File: src/rtl/cursor_ctrl.sv
// cursor_ctrl: PS/2-driven cursor position controller for the VGA overlay.
//   Decodes make/break/E0-extended scancodes into a held-key mask (up, down,
//   left, right) plus a home request, and steps posx/posy at a fixed rate
//   while direction keys are held. Edge policy is selected by BOUND_MODE.
// Optional feature: define ACCEL_EN to enable staged step acceleration
//   (STEP, 2*STEP, 4*STEP every ACCEL_TICKS ticks).
// Ports:
//   clk      in   system clock
//   reset    in   asynchronous, active-high reset
//   flag     in   one-cycle strobe, scancode valid
//   scancode in   byte from PS/2 receiver
//   posx     out  cursor x (X_W bits)
//   posy     out  cursor y (Y_W bits)
//   moving   out  any axis has a non-cancelled direction held
module cursor_ctrl #(
  parameter int unsigned X_W         = 10,
  parameter int unsigned Y_W         = 9,
  parameter int unsigned X_MIN       = 48,
  parameter int unsigned X_MAX       = 639,
  parameter int unsigned Y_MIN       = 35,
  parameter int unsigned Y_MAX       = 418,
  parameter int unsigned X_HOME      = 364,
  parameter int unsigned Y_HOME      = 227,
  parameter int unsigned STEP        = 1,
  parameter int unsigned RATE_DIV    = 4,
  parameter int unsigned BOUND_MODE  = 0,
  parameter int unsigned ACCEL_TICKS = 8
) (
  input  logic           clk,
  input  logic           reset,
  input  logic           flag,
  input  logic [7:0]     scancode,
  output logic [X_W-1:0] posx,
  output logic [Y_W-1:0] posy,
  output logic           moving
);

  // Candidates carry a sign bit plus one headroom bit so no move can alias.
  localparam int unsigned XC_W = X_W + 2;
  localparam int unsigned YC_W = Y_W + 2;
  localparam int unsigned SW   = 16;
  localparam int unsigned RC_W = (RATE_DIV > 1) ? $clog2(RATE_DIV) : 1;

  localparam logic [7:0] SC_EXT  = 8'hE0;
  localparam logic [7:0] SC_BRK  = 8'hF0;
  localparam logic [7:0] SC_UP   = 8'h75;
  localparam logic [7:0] SC_DN   = 8'h72;
  localparam logic [7:0] SC_LF   = 8'h6B;
  localparam logic [7:0] SC_RT   = 8'h74;
  localparam logic [7:0] SC_HOME = 8'h6C;

  localparam int unsigned H_UP = 0;
  localparam int unsigned H_DN = 1;
  localparam int unsigned H_LF = 2;
  localparam int unsigned H_RT = 3;

  // Elaboration-time parameter sanity checks.
  if (RATE_DIV < 1) begin : g_bad_rate
    $error("cursor_ctrl: RATE_DIV must be >= 1");
  end
  if (ACCEL_TICKS < 1) begin : g_bad_accel
    $error("cursor_ctrl: ACCEL_TICKS must be >= 1");
  end
  if (BOUND_MODE > 2) begin : g_bad_bound
    $error("cursor_ctrl: BOUND_MODE must be 0, 1 or 2");
  end

  typedef enum logic [1:0] {
    S_IDLE    = 2'd0,
    S_EXT     = 2'd1,
    S_BRK     = 2'd2,
    S_EXT_BRK = 2'd3
  } state_t;

  state_t           r_state;
  state_t           w_state_nxt;
  logic             w_make;
  logic             w_brk;
  logic [3:0]       r_held;
  logic [3:0]       w_held_nxt;
  logic             w_home_req;
  logic             w_right;
  logic             w_left;
  logic             w_down;
  logic             w_up;
  logic             w_moving;
  logic [RC_W-1:0]  r_rate;
  logic             w_tick;
  logic [SW-1:0]    w_step;
  logic [X_W-1:0]   r_posx;
  logic [Y_W-1:0]   r_posy;
  logic [X_W-1:0]   w_posx_nxt;
  logic [Y_W-1:0]   w_posy_nxt;
  logic [XC_W-1:0]  w_x_cand;
  logic [YC_W-1:0]  w_y_cand;
  logic             w_x_over;
  logic             w_x_under;
  logic             w_y_over;
  logic             w_y_under;

  // Decoder state register.
  always_ff @(posedge clk or posedge reset) begin
    if (reset) r_state <= S_IDLE;
    else       r_state <= w_state_nxt;
  end

  // Decoder next state; only a strobed byte advances it.
  always_comb begin
    w_state_nxt = r_state;
    if (flag) begin
      unique case (r_state)
        S_IDLE: begin
          if (scancode == SC_EXT)      w_state_nxt = S_EXT;
          else if (scancode == SC_BRK) w_state_nxt = S_BRK;
          else                         w_state_nxt = S_IDLE;
        end
        S_EXT: begin
          if (scancode == SC_BRK) w_state_nxt = S_EXT_BRK;
          else                    w_state_nxt = S_IDLE;
        end
        default: w_state_nxt = S_IDLE;
      endcase
    end
  end

  // Decoder outputs: make/break strobes for the current byte.
  always_comb begin
    w_make = 1'b0;
    w_brk  = 1'b0;
    if (flag) begin
      unique case (r_state)
        S_IDLE:  w_make = (scancode != SC_EXT) && (scancode != SC_BRK);
        S_EXT:   w_make = (scancode != SC_BRK);
        default: w_brk  = 1'b1;
      endcase
    end
  end

  assign w_home_req = w_make && (scancode == SC_HOME);

  // Held-mask update; unknown codes leave the mask alone.
  always_comb begin
    w_held_nxt = r_held;
    unique case (scancode)
      SC_UP:   w_held_nxt[H_UP] = w_make;
      SC_DN:   w_held_nxt[H_DN] = w_make;
      SC_LF:   w_held_nxt[H_LF] = w_make;
      SC_RT:   w_held_nxt[H_RT] = w_make;
      default: w_held_nxt = r_held;
    endcase
  end

  always_ff @(posedge clk or posedge reset) begin
    if (reset)              r_held <= '0;
    else if (w_make || w_brk) r_held <= w_held_nxt;
  end

  // Opposite keys cancel per axis.
  assign w_right  = r_held[H_RT] & ~r_held[H_LF];
  assign w_left   = r_held[H_LF] & ~r_held[H_RT];
  assign w_down   = r_held[H_DN] & ~r_held[H_UP];
  assign w_up     = r_held[H_UP] & ~r_held[H_DN];
  assign w_moving = w_right | w_left | w_down | w_up;
  assign moving   = w_moving;

  // Rate divider: ticks on the first moving cycle, then every RATE_DIV cycles.
  always_ff @(posedge clk or posedge reset) begin
    if (reset)                          r_rate <= '0;
    else if (w_home_req || !w_moving)   r_rate <= '0;
    else if (r_rate == RC_W'(RATE_DIV - 1)) r_rate <= '0;
    else                                r_rate <= r_rate + RC_W'(1);
  end

  assign w_tick = w_moving && (r_rate == '0);

`ifdef ACCEL_EN
  localparam int unsigned AC_MAX = 2 * ACCEL_TICKS;
  localparam int unsigned AC_W   = $clog2(AC_MAX + 1);

  logic [AC_W-1:0] r_acc;

  // Ticks taken in the current hold, saturating at the last stage.
  always_ff @(posedge clk or posedge reset) begin
    if (reset)                        r_acc <= '0;
    else if (w_home_req || !w_moving) r_acc <= '0;
    else if (w_tick && (r_acc != AC_W'(AC_MAX))) r_acc <= r_acc + AC_W'(1);
  end

  always_comb begin
    if (r_acc < AC_W'(ACCEL_TICKS))   w_step = SW'(STEP);
    else if (r_acc < AC_W'(AC_MAX))   w_step = SW'(2 * STEP);
    else                              w_step = SW'(4 * STEP);
  end
`else
  assign w_step = SW'(STEP);
`endif

  // X axis: candidate move and boundary policy.
  always_comb begin
    w_x_cand = XC_W'(r_posx);
    if (w_right)     w_x_cand = XC_W'(r_posx) + XC_W'(w_step);
    else if (w_left) w_x_cand = XC_W'(r_posx) - XC_W'(w_step);
    w_x_under = w_x_cand[XC_W-1] || (w_x_cand < XC_W'(X_MIN));
    w_x_over  = !w_x_cand[XC_W-1] && (w_x_cand > XC_W'(X_MAX));
    w_posx_nxt = r_posx;
    if (w_tick && (w_right || w_left)) begin
      if (w_x_over) begin
        if (BOUND_MODE == 1)      w_posx_nxt = X_W'(X_MAX);
        else if (BOUND_MODE == 2) w_posx_nxt = X_W'(X_MIN);
        else                      w_posx_nxt = X_W'(X_HOME);
      end else if (w_x_under) begin
        if (BOUND_MODE == 1)      w_posx_nxt = X_W'(X_MIN);
        else if (BOUND_MODE == 2) w_posx_nxt = X_W'(X_MAX);
        else                      w_posx_nxt = X_W'(X_HOME);
      end else begin
        w_posx_nxt = X_W'(w_x_cand);
      end
    end
  end

  // Y axis: candidate move and boundary policy.
  always_comb begin
    w_y_cand = YC_W'(r_posy);
    if (w_down)    w_y_cand = YC_W'(r_posy) + YC_W'(w_step);
    else if (w_up) w_y_cand = YC_W'(r_posy) - YC_W'(w_step);
    w_y_under = w_y_cand[YC_W-1] || (w_y_cand < YC_W'(Y_MIN));
    w_y_over  = !w_y_cand[YC_W-1] && (w_y_cand > YC_W'(Y_MAX));
    w_posy_nxt = r_posy;
    if (w_tick && (w_down || w_up)) begin
      if (w_y_over) begin
        if (BOUND_MODE == 1)      w_posy_nxt = Y_W'(Y_MAX);
        else if (BOUND_MODE == 2) w_posy_nxt = Y_W'(Y_MIN);
        else                      w_posy_nxt = Y_W'(Y_HOME);
      end else if (w_y_under) begin
        if (BOUND_MODE == 1)      w_posy_nxt = Y_W'(Y_MIN);
        else if (BOUND_MODE == 2) w_posy_nxt = Y_W'(Y_MAX);
        else                      w_posy_nxt = Y_W'(Y_HOME);
      end else begin
        w_posy_nxt = Y_W'(w_y_cand);
      end
    end
  end

  // Position registers; a home request outranks a same-cycle tick.
  always_ff @(posedge clk or posedge reset) begin
    if (reset) begin
      r_posx <= X_W'(X_HOME);
      r_posy <= Y_W'(Y_HOME);
    end else if (w_home_req) begin
      r_posx <= X_W'(X_HOME);
      r_posy <= Y_W'(Y_HOME);
    end else begin
      r_posx <= w_posx_nxt;
      r_posy <= w_posy_nxt;
    end
  end

  assign posx = r_posx;
  assign posy = r_posy;

endmodule

File: config.mk
export PLATFORM = sky130hd
export DESIGN_NAME = cursor_ctrl
export DESIGN_NICKNAME = d
export VERILOG_FILES = /design/src/rtl/cursor_ctrl.sv
export SDC_FILE = /design/constraint.sdc
export NUM_CORES = 1
export LEC_CHECK = 0
export BUFFER_PORTS_ARGS = -buffer_cell sky130_fd_sc_hd__buf_2
export CORE_MARGIN = 2
export CORE_UTILIZATION = 45
export DETAILED_ROUTE_END_ITERATION = 12
export PLACE_DENSITY = 0.66
export SLEW_MARGIN = 20
export SYNTH_ARGS = -nofsm -noshare
export SYNTH_HDL_FRONTEND = slang
export SYNTH_SLANG_ARGS = --single-unit
File: constraint.sdc
create_clock -name clk -period 9.15 [get_ports clk]
set_clock_uncertainty 0.2 [all_clocks]
set_input_delay 0.4575 -clock clk [delete_from_list [all_inputs] [get_ports clk]]
set_output_delay 0.4575 -clock clk [all_outputs]
set_load 0.05 [all_outputs]
==> flow_metrics.env <==
export IMPL_yosysSeqAreaShare_pct=32.3
export IMPL_final_nets=284
export IMPL_syn_to_final_growth_pct=9.33
export IMPL_clock_latency_ps=290
export IMPL_final_hold_viol_count=0
export IMPL_viasPerCell=6.09
export IMPL_synth_top_cell_area_share_pct=20.0
export IMPL_ys_flop_type="dfrtp_1"
export IMPL_pwr_density_cell_nw_per_um2=220
export IMPL_core_area_um2=4630
export IMPL_final_core_util_pct=50.4
export IMPL_ys_top_cells_by_area="dfrtp_1 (20%), dfstp_2 (12%), ha_1 (5.9%)"
export IMPL_post_place_ws_ps=5730
export IMPL_fin_ws_ps=5670
export IMPL_drc=0
export IMPL_wl_per_cell_um=15.2
export IMPL_cts_tree="yes"
export IMPL_synth_top_cell_by_area="dfrtp_1"
export IMPL_ctsResizeCount=0
export IMPL_dr_pass1_iters=4
export IMPL_syn_cell_area_um2=2130
export IMPL_cp_slowest_cell="o41ai_2"
export IMPL_crit_family="compound AO/OA/AOI/OAI gates"
export IMPL_finalSetupViolations=0
export IMPL_globalRouteOverflowTotal=0
export IMPL_period_needed_ps=3480
export IMPL_vias=1923
export IMPL_worst_pin_slew_ps=809
export IMPL_rsz0062_at_grt="no"
export IMPL_place_congestion=0.835
export IMPL_dpl_hpwl_um=3530
export IMPL_yosys_warnings=0
export IMPL_cts_max_path_buffers=2
export IMPL_num_io_pins=31
export IMPL_drt_iter0_drc=135
export IMPL_worst_setup_path_type="flop to flop"
export IMPL_drive_gt1_share_pct=22.5
export IMPL_clk_pin_slew_ps=110
export IMPL_critPathLaunchType="flop"
export IMPL_port_buffers=30
export IMPL_crit_arrival_ps=3490
export IMPL_path_cells="inv_1 > ha_1 > nor3b_1 > a21oi_2 > xnor2_1 > o41a_1 > o41ai_2 > nor2_2 > a311oi_1"
export IMPL_combPwrFrac_pct=46.9
export IMPL_slew_viol_final=0
export IMPL_synth_avg_cell_area_um2=8.96
export IMPL_ys_ff_latch=27
export IMPL_tns_ps=0
export IMPL_synth_cell_types=68
export IMPL_maxSlewHeadroom_pct=45.5
export IMPL_wirelength_um=4790
export IMPL_cts_htree_levels=1
export IMPL_hold_buffers=0
export IMPL_antenna_found_initial=0
export IMPL_crit_fanout=11
export IMPL_grt_pass1_wl_um=8110
export IMPL_place_inst=312
export IMPL_p_int_uw=262
export IMPL_drv_cap=0
export IMPL_cts_sinks=27
export IMPL_syn_num_nets=259
export IMPL_worstSetupEndpointType="flop"
export IMPL_grt_pass1_vias=1715
export IMPL_layoutNonFillerInstCount=316
export IMPL_start_util_pct=46.1
export IMPL_grtUsageTotal_pct=19.2
export IMPL_power_share_switching_pct=48.9
export IMPL_min_delay_path_class="input port to asynchronous set/reset pin"
export IMPL_n_antenna_cell=0
export IMPL_synthArstFlopShare_pct=100
export IMPL_p_leak_nw=0.979
export IMPL_postSynthCellCount=238
export IMPL_p_sw_uw=251
export IMPL_pwr_share_clk_pct=14.4
export IMPL_required_ps=9160
export IMPL_die_x_um=72.8
export IMPL_status="completed"
export IMPL_root_buffer="clkbuf_8"
export IMPL_ir_drop_uv=123
export IMPL_share_seq_of_total_power_pct=38.8
export IMPL_max_freq_mhz=287
export IMPL_cts_made_buffers=3
export IMPL_ant_nets=0
export IMPL_synth_edf_count=0
export IMPL_die_y_um=72.8
export IMPL_dieArea_um2=5300
export IMPL_max_stage_delay_ps=800
export IMPL_critical_path_buf_inv_count=1
export IMPL_synth_common_cells="inv_1 (19), nand2_1 (19), dfrtp_1 (17), nor2_1 (14), o21ai_0 (12)"
export IMPL_grt_start_max_net_pins=28
export IMPL_num_rows=25
export IMPL_cts_setup_buffers=0
export IMPL_min_period_over_period_pct=38.0
## worst paths after layout
check / from / to / slack (ps) / depth (start not counted)
worst max-delay path: r_held[0]$_DFFE_PP0P_ / posy[1]$_DFFE_PP1P_ / 5670 / 9
worst min-delay path: reset / posy[8]$_DFFE_PP0P_ / 20 / 2
worst max register to register: r_held[0]$_DFFE_PP0P_ / posy[1]$_DFFE_PP1P_ / 5670 / 9
worst min register to register: r_rate[0]$_DFF_PP0_ / r_rate[0]$_DFF_PP0_ / 270 / 1
max in group asynchronous: reset / r_held[2]$_DFFE_PP0P_ / 8330 / 2
min in group clk: flag / r_state[1]$_DFFE_PP0P_ / 200 / 2
## layer usage
| metal | routed length, µm | share of wire, % | GRT usage (%) |
|---|---|---|---|
| met1 | 2380 | 50 | 27.6 |
| met2 | 2160 | 45 | 30.0 |
| met3 | 183 | 3.8 | 2.07 |
| met4 | 71 | 1.5 | 6.79 |
| met5 | 0 | 0 | 0 |
## sequential cells by signal, indices dropped and copies added (netlist names)
signal	flops
posx	10
posy	9
r_held	4
r_rate	2
r_state	2
## power by group through the flow
stage          registers, mW  clock network [mW]  logic, mW
2_1_floorplan          0.250                   0      0.143
3_3_place_gp           0.199                   0      0.238
3_5_place_dp           0.199                   0      0.240
4_1_cts                0.198              0.0752      0.241
5_1_grt                0.204              0.0809      0.263
6_report               0.199              0.0735      0.240
## cell type report
cell class,count,area [µm²]
clock buffer,3,41.3
clock inverter,1,5.00
fill,453,2300
inverter,19,71.3
multi-input combinational,182,1310
sequential,27,688
tap,54,67.6
timing repair buffer,30,150
## worst reg2reg max path: cells and delay by family (launching register included)
kind,cells,cell delay (ps)
AO/OA/AOI/OAI,4,1680
XOR/XNOR,1,160
adder cells (fa/ha/maj),1,320
buffers and inverters,1,50
flip-flops,1,380
AND/OR/NAND/NOR,2,620
## per-stage QoR
stage                     area, µm²  hold slack, ps  power, mW
after detailed placement       2280             252      0.439
after CTS                      2330             195      0.514
final                          2330            18.3      0.512
after global routing           2330            68.6      0.548
after global placement         2280             254      0.437
after floorplan                2130             234      0.393
## layout by cell type (no fill, tap or decap), types with 3 or more instances in the layout
| cell | instances |
|---|---|
| a21oi_1 | 6 |
| a31oi_1 | 3 |
| and2_1 | 3 |
| buf_2 | 30 |
| clkbuf_8 | 3 |
| dfrtp_1 | 17 |
| dfstp_2 | 10 |
| ha_1 | 10 |
| inv_1 | 18 |
| mux2i_1 | 3 |
| nand2_1 | 19 |
| nand3_1 | 6 |
| nand3b_1 | 3 |
| nand4_1 | 6 |
| nor2_1 | 14 |
| nor3_1 | 7 |
| nor3b_1 | 4 |
| nor4_1 | 6 |
| nor4b_1 | 3 |
| o21ai_0 | 12 |
| o22ai_1 | 7 |
| o32ai_1 | 3 |
| or3_1 | 3 |
| xnor2_1 | 5 |
| xor2_1 | 5 |
## kinds of logic after synthesis
kind of cell | synth area share (%)
muxes | 2.46
buffers and inverters | 6.40
and+or+nand+nor | 26.2
adders and majority gates | 5.87
AOI/OAI and AO/OA | 22.7
xor gates and xnor gates | 4.11
DFF | 32.3
Note: power is estimated with default switching activity, not from simulation.
